<file path="src/rtl/led_matrix_pwm_pkg.sv">
`default_nettype none
// +----------------------------------------------------------------------+
// | led_pkg : shared types, defaults and helpers for the LED scan driver |
// | Rev 1.0                                                              |
// +----------------------------------------------------------------------+
package led_pkg;

    localparam int DEF_ROWS     = 4;
    localparam int DEF_COLS     = 4;
    localparam int DEF_BITS     = 4;
    localparam int DEF_PRESCALE = 32;
    localparam int DEF_BLANK    = 2;

    typedef enum logic [0:0] {
        ST_BLANK = 1'b0,
        ST_ON    = 1'b1
    } scan_state_e;

    // Width needed to index n items; never narrower than one bit.
    function automatic int idx_w(input int n);
        return (n <= 1) ? 1 : $clog2(n);
    endfunction

endpackage
`default_nettype wire

</file>
<file path="src/rtl/led_matrix_pwm_if.sv">
`default_nettype none
// +----------------------------------------------------------------------+
// | led_matrix_pwm_if : frame-store write/swap port and matrix drive pins |
// | Rev 1.0                                                              |
// +----------------------------------------------------------------------+
interface led_matrix_pwm_if
    import led_pkg::*;
#(
    parameter int ROWS = DEF_ROWS,
    parameter int COLS = DEF_COLS,
    parameter int BITS = DEF_BITS
);
    localparam int AW = idx_w(ROWS * COLS);

    logic            wr_en;
    logic [AW-1:0]   wr_addr;
    logic [BITS-1:0] wr_data;
    logic            swap_req;
    logic            swap_ack;
    logic            frame_start;
    logic [ROWS-1:0] row_n;
    logic [COLS-1:0] col_oe;

    modport master (
        output wr_en, wr_addr, wr_data, swap_req,
        input  swap_ack, frame_start, row_n, col_oe
    );

    modport slave (
        input  wr_en, wr_addr, wr_data, swap_req,
        output swap_ack, frame_start, row_n, col_oe
    );
endinterface
`default_nettype wire

</file>
<file path="src/rtl/led_matrix_pwm_tick_gen.sv">
`default_nettype none
// +----------------------------------------------------------------------+
// | led_tick_gen : one-cycle strobe every PRESCALE clocks                 |
// | Rev 1.0                                                              |
// +----------------------------------------------------------------------+
module led_tick_gen
    import led_pkg::*;
#(
    parameter int PRESCALE = DEF_PRESCALE
) (
    input  logic clk,
    input  logic rst,
    output logic tick_o
);
    localparam int CW = idx_w(PRESCALE);

    logic [CW-1:0] cnt_q;
    logic          tick_q;

    always_ff @(posedge clk) begin
        if (rst) begin
            cnt_q  <= '0;
            tick_q <= 1'b0;
        end else if (cnt_q == CW'(PRESCALE - 1)) begin
            cnt_q  <= '0;
            tick_q <= 1'b1;
        end else begin
            cnt_q  <= cnt_q + CW'(1);
            tick_q <= 1'b0;
        end
    end

    assign tick_o = tick_q;
endmodule
`default_nettype wire

</file>
<file path="src/rtl/led_matrix_pwm.sv">
`default_nettype none
// +----------------------------------------------------------------------+
// | led_matrix_pwm : double-buffered row-scan PWM driver for a LED matrix |
// | Rev 1.0                                                              |
// +----------------------------------------------------------------------+
module led_matrix_pwm
    import led_pkg::*;
#(
    parameter int ROWS     = DEF_ROWS,
    parameter int COLS     = DEF_COLS,
    parameter int BITS     = DEF_BITS,
    parameter int PRESCALE = DEF_PRESCALE,
    parameter int BLANK    = DEF_BLANK
) (
    input  logic            clk,
    input  logic            rst,
    led_matrix_pwm_if.slave bus
);
    localparam int N        = ROWS * COLS;
    localparam int RW       = idx_w(ROWS);
    localparam int ON_TICKS = (1 << BITS) - 1;
    localparam int PMAX     = (ON_TICKS > BLANK) ? ON_TICKS : BLANK;
    localparam int PW       = idx_w(PMAX);

    generate
        if (BLANK < 1 || PRESCALE < 1 || ROWS < 1 || COLS < 1 || BITS < 1) begin : g_bad_params
            $error("led_matrix_pwm: ROWS, COLS, BITS, PRESCALE and BLANK must all be >= 1");
        end
    endgenerate

    logic tick;

    led_tick_gen #(.PRESCALE(PRESCALE)) u_tick (
        .clk    (clk),
        .rst    (rst),
        .tick_o (tick)
    );

    scan_state_e     state_q, state_d;
    logic [RW-1:0]   row_q, row_d;
    logic [PW-1:0]   phase_q, phase_d;
    logic            front_q, pending_q, started_q;
    logic            frame_start_q, swap_ack_q;
    logic [ROWS-1:0] row_n_q, row_n_d;
    logic [COLS-1:0] col_oe_q, col_oe_d;
    logic [BITS-1:0] mem_q    [2][N];
    logic [BITS-1:0] rowbuf_q [COLS];
    logic            latch, boundary, swap;

    // Phase counts blanking ticks in BLANK and PWM ticks in ON.
    always_comb begin
        state_d  = state_q;
        row_d    = row_q;
        phase_d  = phase_q;
        latch    = 1'b0;
        boundary = 1'b0;
        if (tick) begin
            case (state_q)
                ST_BLANK: begin
                    if (phase_q == PW'(BLANK - 1)) begin
                        state_d = ST_ON;
                        phase_d = '0;
                        latch   = 1'b1;
                    end else begin
                        phase_d = phase_q + PW'(1);
                    end
                end
                ST_ON: begin
                    if (phase_q == PW'(ON_TICKS - 1)) begin
                        state_d = ST_BLANK;
                        phase_d = '0;
                        if (row_q == RW'(ROWS - 1)) begin
                            row_d    = '0;
                            boundary = 1'b1;
                        end else begin
                            row_d = row_q + RW'(1);
                        end
                    end else begin
                        phase_d = phase_q + PW'(1);
                    end
                end
                default: state_d = ST_BLANK;
            endcase
        end
        swap = boundary & (pending_q | bus.swap_req);
    end

    always_comb begin
        row_n_d  = '1;
        col_oe_d = '0;
        if (state_q == ST_ON) begin
            row_n_d[row_q] = 1'b0;
            for (int c = 0; c < COLS; c++) begin
                col_oe_d[c] = (32'(phase_q) < 32'(rowbuf_q[c]));
            end
        end
    end

    always_ff @(posedge clk) begin
        if (rst) begin
            state_q       <= ST_BLANK;
            row_q         <= '0;
            phase_q       <= '0;
            front_q       <= 1'b0;
            pending_q     <= 1'b0;
            started_q     <= 1'b0;
            frame_start_q <= 1'b0;
            swap_ack_q    <= 1'b0;
            row_n_q       <= '1;
            col_oe_q      <= '0;
        end else begin
            state_q       <= state_d;
            row_q         <= row_d;
            phase_q       <= phase_d;
            started_q     <= 1'b1;
            frame_start_q <= ~started_q | boundary;
            swap_ack_q    <= swap;
            row_n_q       <= row_n_d;
            col_oe_q      <= col_oe_d;
            if (swap) begin
                front_q   <= ~front_q;
                pending_q <= 1'b0;
            end else if (bus.swap_req) begin
                pending_q <= 1'b1;
            end
        end
    end

    // A write in the boundary cycle still sees the old front, so it lands in the bank about to be shown.
    always_ff @(posedge clk) begin
        if (rst) begin
            for (int b = 0; b < 2; b++) begin
                for (int i = 0; i < N; i++) begin
                    mem_q[b][i] <= '0;
                end
            end
            for (int c = 0; c < COLS; c++) begin
                rowbuf_q[c] <= '0;
            end
        end else begin
            if (bus.wr_en && (32'(bus.wr_addr) < 32'(N))) begin
                mem_q[~front_q][bus.wr_addr] <= bus.wr_data;
            end
            if (latch) begin
                for (int c = 0; c < COLS; c++) begin
                    rowbuf_q[c] <= mem_q[front_q][int'(row_q) * COLS + c];
                end
            end
        end
    end

    assign bus.row_n       = row_n_q;
    assign bus.col_oe      = col_oe_q;
    assign bus.frame_start = frame_start_q;
    assign bus.swap_ack    = swap_ack_q;
endmodule
`default_nettype wire

</file>
<file path="src/flat_wrapper.sv">
// flat-port wrapper written by rule: the top's interface ports become plain ports
module led_matrix_pwm_flat import led_pkg::*;
#(
    parameter int ROWS     = DEF_ROWS,
    parameter int COLS     = DEF_COLS,
    parameter int BITS     = DEF_BITS,
    parameter int PRESCALE = DEF_PRESCALE,
    parameter int BLANK    = DEF_BLANK
)
  (clk, rst, bus_wr_en, bus_wr_addr, bus_wr_data, bus_swap_req, bus_swap_ack, bus_frame_start, bus_row_n, bus_col_oe);
  led_matrix_pwm_if #(.ROWS(ROWS), .COLS(COLS), .BITS(BITS)) bus_i ();
  input  logic clk;
  input  logic rst;
  input wire logic [$bits(bus_i.wr_en)-1:0] bus_wr_en;
  input wire logic [$bits(bus_i.wr_addr)-1:0] bus_wr_addr;
  input wire logic [$bits(bus_i.wr_data)-1:0] bus_wr_data;
  input wire logic [$bits(bus_i.swap_req)-1:0] bus_swap_req;
  output wire logic [$bits(bus_i.swap_ack)-1:0] bus_swap_ack;
  output wire logic [$bits(bus_i.frame_start)-1:0] bus_frame_start;
  output wire logic [$bits(bus_i.row_n)-1:0] bus_row_n;
  output wire logic [$bits(bus_i.col_oe)-1:0] bus_col_oe;
  assign bus_i.wr_en = bus_wr_en;
  assign bus_i.wr_addr = bus_wr_addr;
  assign bus_i.wr_data = bus_wr_data;
  assign bus_i.swap_req = bus_swap_req;
  assign bus_swap_ack = bus_i.swap_ack;
  assign bus_frame_start = bus_i.frame_start;
  assign bus_row_n = bus_i.row_n;
  assign bus_col_oe = bus_i.col_oe;
  led_matrix_pwm #(.ROWS(ROWS), .COLS(COLS), .BITS(BITS), .PRESCALE(PRESCALE), .BLANK(BLANK)) u_core (.clk(clk), .rst(rst), .bus(bus_i));
endmodule
</file>
<file path="config.mk">
export PLATFORM = sky130hd
export DESIGN_NAME = led_matrix_pwm_flat
export DESIGN_NICKNAME = d
export VERILOG_FILES = /design/src/rtl/led_matrix_pwm_pkg.sv /design/src/rtl/led_matrix_pwm_if.sv /design/src/rtl/led_matrix_pwm_tick_gen.sv /design/src/rtl/led_matrix_pwm.sv /design/src/flat_wrapper.sv
export SDC_FILE = /design/constraint.sdc
export NUM_CORES = 1
export LEC_CHECK = 0
export CAP_MARGIN = 15
export CORE_MARGIN = 1
export CORE_UTILIZATION = 33
export CTS_CLUSTER_SIZE = 20
export DETAILED_ROUTE_END_ITERATION = 8
export DONT_BUFFER_PORTS = 1
export PLACE_DENSITY = 0.55
export SETUP_SLACK_MARGIN = 0.02
export SYNTH_ARGS = -nofsm -noshare
export SYNTH_HDL_FRONTEND = slang
export SYNTH_SLANG_ARGS = --single-unit
</file>
<file path="constraint.sdc">
create_clock -name clk -period 2.05 [get_ports clk]
set_input_delay 0.3075 -clock clk [delete_from_list [all_inputs] [get_ports clk]]
set_output_delay 0.3075 -clock clk [all_outputs]
set_load 0.02 [all_outputs]
</file>
==> impl_metrics.toml <==
[synthesis]
synthesis.area_mm2 = 0.007647
synth_top_area_share_pct = 56.54
ys_ff_latch = 171
yosys_most_used_dff = "edfxtp_1"
syn_area_per_cell_um2 = 13.12
yosysWarnings = 0
syn-num-nets = 613
async_reset_ff_share_pct = 0
ys_seq_area_share_pct = 63.61
synth_top_cell_by_area = "edfxtp_1"
ys_types = 48
syn_inst = 583
synth_edf_count = 144
yosys-top-cells-area = "edfxtp_1 57%, dfxtp_1 7.1%, mux2_2 4.7%"

[power_and_ir_drop]
p_leak_nw = 3.153
power_density_mw_per_mm2 = 883.8
vdd_drop_max_mv = 0.4894

[timing]
tightest_slew_ps = 616.8
fmaxAchievable_ghz = 0.5403
setup_violations = 0
tns_ps = 0
slew_viol_final = 0
fin_crit_sh_pct = 90.28
fin_crit_ps = 1851
holdWs_ps = 26.94
rsz0062_at_grt = "false"
finClkSkew_ps = 13.37
slew_headroom_pct = 58.75
hold_viol = 0

[status]
status = "finished clean"

[floorplan]
die_w_um = 154.2
core_area_mm2 = 0.02271
die_y_um = 154.2
start_util_pct = 33.67
die_area_mm2 = 0.02379
io_pins = 22
num_rows = 55

[clock_tree]
root_buffer = "clkbuf_16"
clock-sinks = 171
cts_max_level = 4
cts_buffers = 17
path_clk_slew_ps = 70
cts_tree = "done"
cts_resized = 0
clk_path_buf_depth = 2
clk-insertion-delay-late_ps = 430

[placement]
dpl-instance-area_mm2 = 0.008082
hpwl_um = 13040
port-buffer-count = 0
gp_congestion = 0.8280

[grt]
grt_max_degree = 49
grt_pass1_vias = 4802
grt_overflow = 0
antenna_found_initial = 0
grt_first_pass_wirelength_um = 28350
gr-usage-all-layers_pct = 16.32

[setup_path]
startpoint_type = "flop"
crit_start = "u_core.front_q$_SDFFE_PP0P_"
worstReg2RegEnd = "u_core.mem_q[0][0]$_SDFFCE_PN0P_"
cp.required_ps = 2200
cp_max_fo = 10
arrival_ps = 2000
cp-endpoint = "u_core.mem_q[0][0]$_SDFFCE_PN0P_"
r2r-start = "u_core.front_q$_SDFFE_PP0P_"
endpoint_kind = "flop"
rr_worst_depth = 4
critPathKind = "reg2reg"
r2r_slack_ps = 200

[finish]
finish.instance_area_mm2 = 0.008741
area_delta_synth_final_pct = 14.30
n_antenna_cell = 0
layout.nets = 633
final_cell_mix = "144 x edfxtp_1, 87 x nor2_1, 38 x nand2_1"
fill_cells = 2135
final_common_cell = "edfxtp_1"
final_layout_size_suffix_gt1_share_pct = 20.78

[route]
remaining_drc_errors = 0
avgRoutedWirePerCell_um = 20.33
via_per_inst = 5.164
drt.antenna.violating_nets = 0
drtIter0Drc = 473
dr.pass1.iters = 8
routed_wl_um = 18320
num_vias = 4653

[hold_path]
hp-class = "in2reg"

[job]
drv_cap = 0
## worst min-delay path by stage
stage                                            from  slack, ps  cells past startpoint                                 to
CTS                                               rst         20                      2     u_core.bus.row_n[2]$_SDFF_PP1_
global placement                                  rst        390                      1     u_core.phase_q[1]$_SDFFE_PP0P_
global route                                      rst         40                      2     u_core.bus.row_n[1]$_SDFF_PP1_
detailed placement                                rst        390                      1    u_core.u_tick.tick_o$_SDFF_PP0_
floorplan           u_core.u_tick.cnt_q[0]$_SDFF_PP0_        420                      1  u_core.u_tick.cnt_q[0]$_SDFF_PP0_
finish                                            rst         30                      2     u_core.bus.row_n[2]$_SDFF_PP1_
## layer usage
layer  global-route usage [%]  vias up  wire, µm
li1                         -     2176         -
met1                    20.96     2327      8110
met2                    27.29      135      9030
met3                    4.035       15       998
met4                    4.667        0       177
met5                        0        -         0
## worst max-delay path: stages, from the launching register on
cell and delay, ps:
dfxtp_1 510, nand2_1 160, or3_1 520, o21ai_0 220, buf_4 160
## stage by stage
step	utilization (%)	setup slack [ps]	cells	total power, mW
finish	38.49	199.3	901	7.725
global route	38.49	116.4	901	7.963
CTS	38.49	226.0	901	7.786
detailed placement	35.59	248.3	868	4.292
global placement	35.59	294.4	868	4.280
floorplan	-	273.9	583	4.192
## Yosys cell counts, types with 2 or more instances
cell	count
nor3_1	28
a41oi_1	2
clkbuf_1	15
and3_1	2
nor2b_1	8
and2_1	12
ha_1	18
o21ai_0	14
nand2_1	38
buf_4	8
buf_6	5
o22ai_1	16
nand3_2	2
a211oi_1	5
nand2b_1	8
or3_1	2
nand3_1	12
mux4_2	16
nor2_1	87
dfxtp_1	27
edfxtp_1	144
buf_2	9
o21a_1	7
inv_1	20
mux2_2	32
a31oi_1	2
a21oi_1	6
or4_1	2
o31ai_1	3
nor3b_1	2
a21o_1	14
## flip-flops by register name, summed over array words and instances, names as in the netlist, 2 cells and up, named ones only
signal	count
u_core.rowbuf_q	16
u_core.mem_q	128
u_core.bus.col_oe	4
u_core.u_tick.cnt_q	5
u_core.row_q	2
u_core.phase_q	4
u_core.bus.row_n	4
## final cells by class
class | instances | area [µm²] | area share, %
flip-flops and latches | 171 | 4866 | 55.67
multi-input cells | 354 | 2486 | 28.44
clock buffers | 17 | 425.4 | 4.867
well taps | 285 | 356.6 | 4.080
repair buffers | 39 | 307.8 | 3.521
clock inverters | 15 | 224.0 | 2.562
inverters | 20 | 75.07 | 0.8589
## kinds of logic after synthesis
kind of cell | after synthesis | share of synthesized area, %
AOI/OAI and AO/OA | 71 | 6.087
xor gates and xnor gates | 2 | 0.2291
adders and majority gates | 18 | 2.945
buffers and inverters | 58 | 3.877
DFF | 171 | 63.61
muxes | 49 | 9.555
and+or+nand+nor | 214 | 13.69
## power by group
part	internal, mW	leakage (nW)	switching (mW)	total (mW)
Sequential	3.90	1.70	0.0458	3.95
Clock	1.99	0.313	1.51	3.51
Combinational	0.0986	1.14	0.171	0.269
Total	5.99	3.15	1.73	7.73
## timing repair
| item | CTS | global route |
|---|---|---|
| setup buffers | 0 | 0 |
| hold buffers | 1 | 0 |
| hold endpoints to repair | 16 | 0 |
No activity file was read; power rests on OpenSTA's default activity.
